**config.mk**
```make
export PLATFORM = sky130hd
export DESIGN_NAME = rv32i_mem_arbiter
export DESIGN_NICKNAME = d
export VERILOG_FILES = /design/src/rtl/rv32i_pkg.sv /design/src/rtl/rv32i_mem_arb_pick.sv /design/src/rtl/rv32i_mem_arbiter.sv
export SDC_FILE = /design/constraint.sdc
export NUM_CORES = 1
export LEC_CHECK = 0
export CORE_ASPECT_RATIO = 1.25
export CORE_MARGIN = 5
export CORE_UTILIZATION = 25
export DETAILED_ROUTE_END_ITERATION = 12
export DONT_BUFFER_PORTS = 1
export SYNTH_ARGS = -nofsm -noshare
export SYNTH_HDL_FRONTEND = slang
export SYNTH_SLANG_ARGS = --single-unit
```
**constraint.sdc**
```tcl
create_clock -name clk -period 3.8 [get_ports clk]
set_clock_uncertainty 0.2 [all_clocks]
set_input_delay 0.76 -clock clk [delete_from_list [all_inputs] [get_ports clk]]
set_output_delay 0.76 -clock clk [all_outputs]
set_load 0.03 [all_outputs]
```
**src/rtl/rv32i_pkg.sv**
```systemverilog
// Shared definitions for the rv32i memory arbiter.
//  arb_state_e : arbiter FSM states (IDLE -> ISSUE -> WAIT -> RESP)
//  gnt_e       : which requester owns the current transaction
//  BE_ALL      : full-word byte enable used for every instruction fetch
//  CNT_W       : width of the read-latency counter (covers LATENCY 1..4)
package rv32i_pkg;

  typedef enum logic [1:0] {
    ST_IDLE  = 2'd0,
    ST_ISSUE = 2'd1,
    ST_WAIT  = 2'd2,
    ST_RESP  = 2'd3
  } arb_state_e;

  typedef enum logic {
    GNT_IF = 1'b0,
    GNT_D  = 1'b1
  } gnt_e;

  localparam logic [3:0] BE_ALL = 4'hF;

  localparam int unsigned CNT_W = 3;

endpackage

```
**src/rtl/rv32i_mem_arb_pick.sv**
```systemverilog
// Combinational winner selection for the rv32i memory arbiter.
// Data requests normally win; after MAX_STREAK consecutive data grants
// taken while a fetch was waiting, the fetch gets the next grant.
// Ports:
//  if_req, d_req : raw requests from the fetch and load/store ports
//  streak        : current count of data grants won against a pending fetch
//  any_req       : at least one request is present
//  gnt           : winner (only meaningful when any_req is high)
//  streak_next   : streak value to store if this grant is taken
module rv32i_mem_arb_pick
  import rv32i_pkg::*;
#(
  parameter int MAX_STREAK = 4,
  parameter int STREAK_W   = 3
) (
  input  logic                if_req,
  input  logic                d_req,
  input  logic [STREAK_W-1:0] streak,
  output logic                any_req,
  output gnt_e                gnt,
  output logic [STREAK_W-1:0] streak_next
);

  // NOTE: every output gets a default before any branch, so no path leaves
  // a variable unassigned and no latch is inferred.
  always_comb begin
    any_req     = if_req | d_req;
    gnt         = GNT_D;
    streak_next = streak;
    if (d_req && if_req) begin
      if (streak < STREAK_W'(MAX_STREAK)) begin
        gnt         = GNT_D;
        streak_next = streak + STREAK_W'(1);
      end else begin
        gnt         = GNT_IF;
        streak_next = '0;
      end
    end else if (d_req) begin
      // Nobody was starved by this grant, so the streak starts over.
      gnt         = GNT_D;
      streak_next = '0;
    end else if (if_req) begin
      gnt         = GNT_IF;
      streak_next = '0;
    end
  end

endmodule

```
**src/rtl/rv32i_mem_arbiter.sv**
```systemverilog
// Shares one single-port synchronous word RAM between the rv32i fetch port
// and load/store port. One transaction outstanding at a time; data side has
// priority with an anti-starvation limit for fetch. All mem_* and ready
// outputs are registered, as are both read-data returns.
// Ports:
//  clk, reset_n                 : clock, asynchronous active-low reset
//  if_req/if_addr               : fetch request, held until if_ready
//  if_ready/if_rdata            : one-cycle completion pulse + fetched word
//  d_req/d_we/d_addr/d_wdata/d_be : load/store request, held until d_ready
//  d_ready/d_rdata/d_err        : completion pulse, loaded word, be==0 error
//  mem_en/mem_we/mem_be/mem_addr/mem_wdata : RAM command (one mem_en cycle)
//  mem_rdata                    : RAM read data, valid LATENCY cycles after mem_en
// Timing: request seen in IDLE in cycle T -> mem_en in T+1 -> ready in
// T+LATENCY+2. A data request with d_be==0 skips the RAM: ready+err in T+1.
module rv32i_mem_arbiter
  import rv32i_pkg::*;
#(
  parameter int ADDR_W     = 32,
  parameter int MEM_AW     = 14,
  parameter int LATENCY    = 1,
  parameter int MAX_STREAK = 4
) (
  input  logic              clk,
  input  logic              reset_n,
  input  logic              if_req,
  input  logic [ADDR_W-1:0] if_addr,
  output logic              if_ready,
  output logic [31:0]       if_rdata,
  input  logic              d_req,
  input  logic              d_we,
  input  logic [ADDR_W-1:0] d_addr,
  input  logic [31:0]       d_wdata,
  input  logic [3:0]        d_be,
  output logic              d_ready,
  output logic [31:0]       d_rdata,
  output logic              d_err,
  output logic              mem_en,
  output logic              mem_we,
  output logic [3:0]        mem_be,
  output logic [MEM_AW-1:0] mem_addr,
  output logic [31:0]       mem_wdata,
  input  logic [31:0]       mem_rdata
);

  localparam int STREAK_W = $clog2(MAX_STREAK + 1);

  arb_state_e          state_q, state_nxt;
  gnt_e                gnt_q, gnt_nxt;
  logic                we_q, we_nxt;
  logic [STREAK_W-1:0] streak_q, streak_nxt;
  logic [CNT_W-1:0]    cnt_q, cnt_nxt;

  logic                mem_en_nxt, mem_we_nxt;
  logic [3:0]          mem_be_nxt;
  logic [MEM_AW-1:0]   mem_addr_nxt;
  logic [31:0]         mem_wdata_nxt;
  logic                if_ready_nxt, d_ready_nxt, d_err_nxt;
  logic                cap_if, cap_d;

  logic                pick_any;
  gnt_e                pick_gnt;
  logic [STREAK_W-1:0] pick_streak;

  // Byte-offset and above-RAM address bits carry no meaning here.
  logic unused_addr_bits;
  assign unused_addr_bits = ^{if_addr[ADDR_W-1:MEM_AW+2], if_addr[1:0],
                              d_addr[ADDR_W-1:MEM_AW+2], d_addr[1:0]};

  rv32i_mem_arb_pick #(
    .MAX_STREAK (MAX_STREAK),
    .STREAK_W   (STREAK_W)
  ) u_pick (
    .if_req      (if_req),
    .d_req       (d_req),
    .streak      (streak_q),
    .any_req     (pick_any),
    .gnt         (pick_gnt),
    .streak_next (pick_streak)
  );

  // Next-state and next-output logic. Outputs are computed one cycle early
  // and registered, so each one is valid in the state it belongs to.
  always_comb begin
    state_nxt     = state_q;
    gnt_nxt       = gnt_q;
    we_nxt        = we_q;
    streak_nxt    = streak_q;
    cnt_nxt       = cnt_q;
    mem_en_nxt    = 1'b0;
    mem_we_nxt    = 1'b0;
    mem_be_nxt    = '0;
    mem_addr_nxt  = '0;
    mem_wdata_nxt = '0;
    if_ready_nxt  = 1'b0;
    d_ready_nxt   = 1'b0;
    d_err_nxt     = 1'b0;
    cap_if        = 1'b0;
    cap_d         = 1'b0;

    unique case (state_q)
      ST_IDLE: begin
        if (pick_any) begin
          gnt_nxt    = pick_gnt;
          streak_nxt = pick_streak;
          if (pick_gnt == GNT_D) begin
            we_nxt = d_we;
            if (d_be == 4'b0000) begin
              // Misaligned access reported by the core: never touch the RAM.
              state_nxt   = ST_RESP;
              d_ready_nxt = 1'b1;
              d_err_nxt   = 1'b1;
            end else begin
              state_nxt     = ST_ISSUE;
              mem_en_nxt    = 1'b1;
              mem_we_nxt    = d_we;
              mem_be_nxt    = d_be;
              mem_addr_nxt  = d_addr[MEM_AW+1:2];
              mem_wdata_nxt = d_wdata;
            end
          end else begin
            we_nxt       = 1'b0;
            state_nxt    = ST_ISSUE;
            mem_en_nxt   = 1'b1;
            mem_be_nxt   = BE_ALL;
            mem_addr_nxt = if_addr[MEM_AW+1:2];
          end
        end
      end
      ST_ISSUE: begin
        // The first WAIT cycle is one cycle after mem_en.
        state_nxt = ST_WAIT;
        cnt_nxt   = CNT_W'(1);
      end
      ST_WAIT: begin
        if (cnt_q == CNT_W'(LATENCY)) begin
          state_nxt = ST_RESP;
          cnt_nxt   = '0;
          if (gnt_q == GNT_IF) begin
            cap_if       = 1'b1;
            if_ready_nxt = 1'b1;
          end else begin
            cap_d       = ~we_q;
            d_ready_nxt = 1'b1;
          end
        end else begin
          cnt_nxt = cnt_q + CNT_W'(1);
        end
      end
      ST_RESP: begin
        state_nxt = ST_IDLE;
      end
      default: begin
        state_nxt = ST_IDLE;
      end
    endcase
  end

  // NOTE: state and output registers use non-blocking assignments so every
  // flop samples pre-edge values regardless of statement order.
  always_ff @(posedge clk or negedge reset_n) begin
    if (!reset_n) begin
      // NOTE: the read-data returns are ordinary registers, not a memory
      // array, so they are cleared along with the rest of the state.
      state_q   <= ST_IDLE;
      gnt_q     <= GNT_IF;
      we_q      <= 1'b0;
      streak_q  <= '0;
      cnt_q     <= '0;
      mem_en    <= 1'b0;
      mem_we    <= 1'b0;
      mem_be    <= '0;
      mem_addr  <= '0;
      mem_wdata <= '0;
      if_ready  <= 1'b0;
      d_ready   <= 1'b0;
      d_err     <= 1'b0;
      if_rdata  <= '0;
      d_rdata   <= '0;
    end else begin
      state_q   <= state_nxt;
      gnt_q     <= gnt_nxt;
      we_q      <= we_nxt;
      streak_q  <= streak_nxt;
      cnt_q     <= cnt_nxt;
      mem_en    <= mem_en_nxt;
      mem_we    <= mem_we_nxt;
      mem_be    <= mem_be_nxt;
      mem_addr  <= mem_addr_nxt;
      mem_wdata <= mem_wdata_nxt;
      if_ready  <= if_ready_nxt;
      d_ready   <= d_ready_nxt;
      d_err     <= d_err_nxt;
      if (cap_if) if_rdata <= mem_rdata;
      if (cap_d)  d_rdata  <= mem_rdata;
    end
  end

endmodule
```
=== Word-level counts from Yosys, hierarchy flattened ===
Index checks and enable logic that the tools add are counted.

* Input bits: 137
* Output and inout port bits: 119
* Logic and storage cells: 83
* Bits in registers: 129

* Add/subtract/negate cells: 2
* Bitwise operators: 2
* Muxes and demuxes: 49
* Equal/unequal tests: 6
* Reductions and logical operators: 8
* $lt $le $gt $ge: 1

{| class="wikitable"
|+ Operators by type and width
! kind !! count
|-
| 32-bit two-way mux || 4
|-
| 14-bit two-way mux || 4
|-
| 1-bit two-way mux || 25
|-
| 4-bit two-way mux || 4
|-
| 3-bit two-way mux || 5
|-
| 2-bit two-way mux || 4
|-
| 2-bit one-hot mux with 4 select lines || 1
|-
| 3-bit by 1-bit adder with 3-bit output (second input constant) || 2
|-
| 3-bit one-hot mux with 2 select lines || 1
|-
| 2-bit == test (second input constant) || 2
|-
| 4-bit zero test || 1
|-
| 2-bit inequality test (second input constant) || 2
|-
| 2-bit AND reduction || 2
|-
| 3-bit by 1-bit == test with 1-bit output (second input constant) || 1
|-
| 3-bit less-than comparator (second input constant) || 1
|-
| 3-bit AND reduction || 1
|-
| 3-bit nonzero test || 1
|-
| 2-bit by 1-bit == test with 1-bit output (second input constant) || 1
|-
| 2-bit zero test || 1
|-
| 1-bit one-hot mux with 2 select lines || 1
|-
| 2-bit nonzero test || 1
|-
| 1-bit logical AND || 1
|-
| 1-bit NOT || 1
|-
| 1-bit bitwise OR || 1
|}

=== Longest topological paths before layout ===
* Word-level depth: 6
* Gate-level depth with buffers: 7
* Gate-level depth less buffers: 5

=== Hierarchy ===
A second synthesis with hierarchy kept.

* Cell total of the unflattened synthesis: 347
* Area total of the unflattened synthesis: 5116.2 sq um

{| class="wikitable"
|+ Modules (own cells, without submodules)
! module !! seq. area each (sq um) !! instances !! cells an instance !! area each (sq um)
|-
| rv32i_mem_arbiter || 3228.1 || 1 || 337 || 5039.8
|-
| rv32i_mem_arb_pick || 0.0 || 1 || 10 || 76.3
|}

=== Worst setup path before layout ===
Ideal clock, no wire load.

* Kind: input -> register
* Start point: input port d_be[0]
* End point: register mem_wdata[10]
* Library setup time: 0.117 ns
* Data arrival time: 1.893 ns
* Required time: 3.483 ns
* Slack: 1.591 ns
* Cell stages on the path: 5
* Buffers on the path: 2
* Cell sequence: or4_4 and4_4 buf_6 buf_6 and2_4

* Word-level cells in the longest chain between the ends: 5

{| class="wikitable"
|+ RTL lines
! element !! line !! text
|-
| start: declaration || rv32i_mem_arbiter.sv:33 || <nowiki>input logic [3:0] d_be,</nowiki>
|-
| 4-bit zero test || rv32i_mem_arbiter.sv:107 || <nowiki>if (d_be == 4'b0000) begin</nowiki>
|-
| 32-bit two-way mux || rv32i_mem_arbiter.sv:107 ||
|-
| 32-bit two-way mux || rv32i_mem_arbiter.sv:105 || <nowiki>if (pick_gnt == GNT_D) begin</nowiki>
|-
| 32-bit two-way mux || rv32i_mem_arbiter.sv:102 || <nowiki>if (pick_any) begin</nowiki>
|-
| 32-bit two-way mux || rv32i_mem_arbiter.sv:100 || <nowiki>unique case (state_q)</nowiki>
|-
| net mem_wdata_nxt[10] || rv32i_mem_arbiter.sv:56 || <nowiki>logic [31:0] mem_wdata_nxt;</nowiki>
|-
| end signal: assignment || rv32i_mem_arbiter.sv:189 || <nowiki>mem_wdata <= mem_wdata_nxt;</nowiki>
|-
| end: declaration || rv32i_mem_arbiter.sv:41 || <nowiki>output logic [31:0] mem_wdata,</nowiki>
|}

The timed path passes the listed nets, and every way through them passes these cells.
A chain may end at the register's enable or synchronous reset.

=== Final worst setup path ===
* Start point: register state_q[0]
* End point: register if_rdata[13]

* Word-level cells in the longest chain between the ends: 2

{| class="wikitable"
|+ RTL lines
! element !! line !! text
|-
| start: declaration || rv32i_mem_arbiter.sv:47 || <nowiki>arb_state_e state_q, state_nxt;</nowiki>
|-
| start signal: assignment || rv32i_mem_arbiter.sv:180 || <nowiki>state_q <= state_nxt;</nowiki>
|-
| 2-bit == test || rv32i_mem_arbiter.sv:100 ||
|-
| 1-bit two-way mux || rv32i_mem_arbiter.sv:100 ||
|-
| end signal: assignment || rv32i_mem_arbiter.sv:193 || <nowiki>if (cap_if) if_rdata <= mem_rdata;</nowiki>
|-
| end: declaration || rv32i_mem_arbiter.sv:28 || <nowiki>output logic [31:0] if_rdata,</nowiki>
|}

Every way passes these cells.

==> metrics.txt <==
fillers=1,870; vias in the first global route=2,801; Syn Area/Cell=15.4 um2; first drt pass iteration count=4; failing checks=hold timing; clk sink count=129; Via Count=2,518; setup_tns=0 ns; num ports=256; Reg area=0.00323 mm2; RSZ-0062 raised after global routing=false; full die area=0.0220 mm2; synthesized instance count=311; H-tree depth=4; CTS clk-pin slew, worst paths=0.06 ns; share of cells above drive strength 1=37.0%; CTS tree=done; wl on met1=3390 um; routed wl met3=1420 um; Detailed Place HPWL=7370 um; fmax=403 MHz; drc violations=0; # setup viols final=0; measured slew at the worst slew-check pin=0.949 ns; worst min-delay path category=input pin to asynchronous set/reset pin; Yosys top cell area share=67.6%; first-pass GRT wire length=15,500 um; cell taking the most area after synthesis=dfrtp_1; Worst EP required=3.88 ns; Finished Core Util=29.6%; synth top area cells=dfrtp_1, mux2_2, and2_4; Worst Path Class, Setup=flop to flop; outcome=finished, violations left; Yosys warning count=0; Max-cap violations=0; Tcrit/Tclk final=65.3%; Worst Path Arrival=2.56 ns; Hold WS=-0.149 ns; multi-input logic area=0.00144 mm2; Pwr Density=1010 mW/mm2; crit-path max FO=33; final hold vios=129; Starting Density=25.4%; clock tree buffer depth=2; Via density=4.48; metal2 WL=5360 um; Post-Syn Area=0.00478 mm2; Nets=457; total power=5600 uW; DRT iter0 DRCs=50; #FFs+latches synth=129; post-cts resize count=0; Max Used Layer=met4; Syn Nets=451; area grow syn2layout=16.4%; Overflow after GRT=0; die height=165 um; initial antenna violation count=0; post-layout minimum cycle time=2.48 ns; Inserted Clock Buffers=17; gp weighted congestion=0.693; total track usage=9.38%; crit end category=flop; type of origin of the critical path=flop; drt total wl=10,300 um; largest net degree at the start of global routing=130; Routed WL per cell=18.4 um; Core ar.=0.0188 mm2; clk root buf=clkbuf_16; FP Rows=56; max_slew headroom=36.6%; sequential share of the synthesized area=67.6%; # Post-CTS Setup Buffers=0; Die X=134 um; PortBufs=0; VDD IR max=352 uV; diode count=0; ANT nets after route=0; LEAKAGE=0.00249 uW; final slew viol count=0; Worst-Skew Late Latency=0.41 ns; post-synth cell types=27
-- critical path, stage by stage (launching register included) --
cell and delay, ns:
dfrtp_1 0.38, inv_1 0.08, ha_1 0.26, and2b_1 0.22, and3b_2 0.77, mux2_2 0.41
-- registers in the layout, summed over array words and instances (netlist names) --
name and count:
gnt_q 1, mem_be 4, if_ready 1, d_ready 1, mem_addr 14, if_rdata 32, mem_wdata 32, streak_q 3
cnt_q 3, d_rdata 32, mem_we 1, state_q 2, mem_en 1, d_err 1, we_q 1
-- synthesized netlist by cell type, drive strengths merged --
cell type / n
a21oi: 6
a221oi: 1
a22o: 17
a22oi: 1
a32o: 2
and2: 35
and2b: 2
and3b: 1
and4: 1
buf: 12
clkbuf: 2
dfrtp: 129
ha: 3
inv: 5
mux2: 65
nand2: 11
nand2b: 1
nand3: 2
nand4b: 1
nor2: 4
nor2b: 1
o21ai: 5
o22a: 2
or3b: 1
or4: 1
-- power breakdown --
part           switching (uW)  internal (uW)  leakage, uW
Combinational             371            538     0.000595
Sequential               1280           1870      0.00163
Clock                     595            951     0.000270
-- final timing paths --
kind                             start            end  slack [ns]  cells past startpoint
setup reg to reg            state_q[0]   if_rdata[13]        1.32                      5
setup / recovery            state_q[0]   if_rdata[13]        1.32                      5
min in group clk           d_wdata[31]  mem_wdata[31]        0.28                      1
hold / removal                 reset_n    if_rdata[9]       -0.15                      0
hold reg to reg                   we_q           we_q        0.29                      2
max in group asynchronous      reset_n    mem_addr[9]        3.41                      0
-- logic make-up after synthesis --
family | Yosys count | share of synthesized area (%)
adder cells (fa/ha/maj) | 3 | 0.786
AND/OR/NAND/NOR | 61 | 8.61
buffers and inverters | 19 | 2.33
AO/OA/AOI/OAI | 34 | 5.39
multiplexers | 65 | 15.3
flip-flops | 129 | 67.6
-- per-stage QoR --
step / setup WS (ns) / instance area [um2] / std cells / hold WS, ns
floorplan: 1.59 / 4780 / 311 / 0.241
global placement: 1.34 / 4980 / 530 / 0.262
detailed placement: 1.28 / 4980 / 530 / 0.268
CTS: 1.26 / 5560 / 562 / -0.183
global route: 1.13 / 5560 / 562 / -0.188
finish: 1.32 / 5560 / 562 / -0.149
-- cell type report --
| type | instances | share of cell area, % |
|---|---|---|
| Sequential cell | 129 | 58.1 |
| Tap cell | 232 | 5.22 |
| Inverter | 5 | 0.338 |
| Multi-Input combinational cell | 163 | 25.9 |
| Clock buffer | 20 | 8.39 |
| Timing Repair Buffer | 1 | 0.135 |
| Clock inverter | 12 | 1.96 |
-- routing by layer --
layer	GRT usage, %	vias to the layer above
met3	6.43	12
met4	4.16	0
met2	15.8	158
met5	0	-
li1	-	1089
met1	8.80	1259
-- placed cells by master (no fill, tap or decap) --
cell,instances
a32o_1,2
or4_4,1
dfrtp_1,129
inv_6,1
bufinv_16,1
and2_1,15
and3b_2,1
and4_4,1
clkbuf_8,3
o22a_1,2
nor2_1,4
nand2b_1,1
and2b_1,2
buf_4,1
clkinv_4,2
mux2_2,65
ha_1,3
nor2b_1,1
clkinv_2,3
a22oi_1,1
inv_1,5
a22o_1,17
a221oi_1,1
clkinvlp_4,5
o21ai_0,5
nand3_1,2
or3b_2,1
clkbuf_16,17
a21oi_1,6
nand4b_1,1
nand2_1,11
and2_4,20
Power figures use the tool's default switching activity.
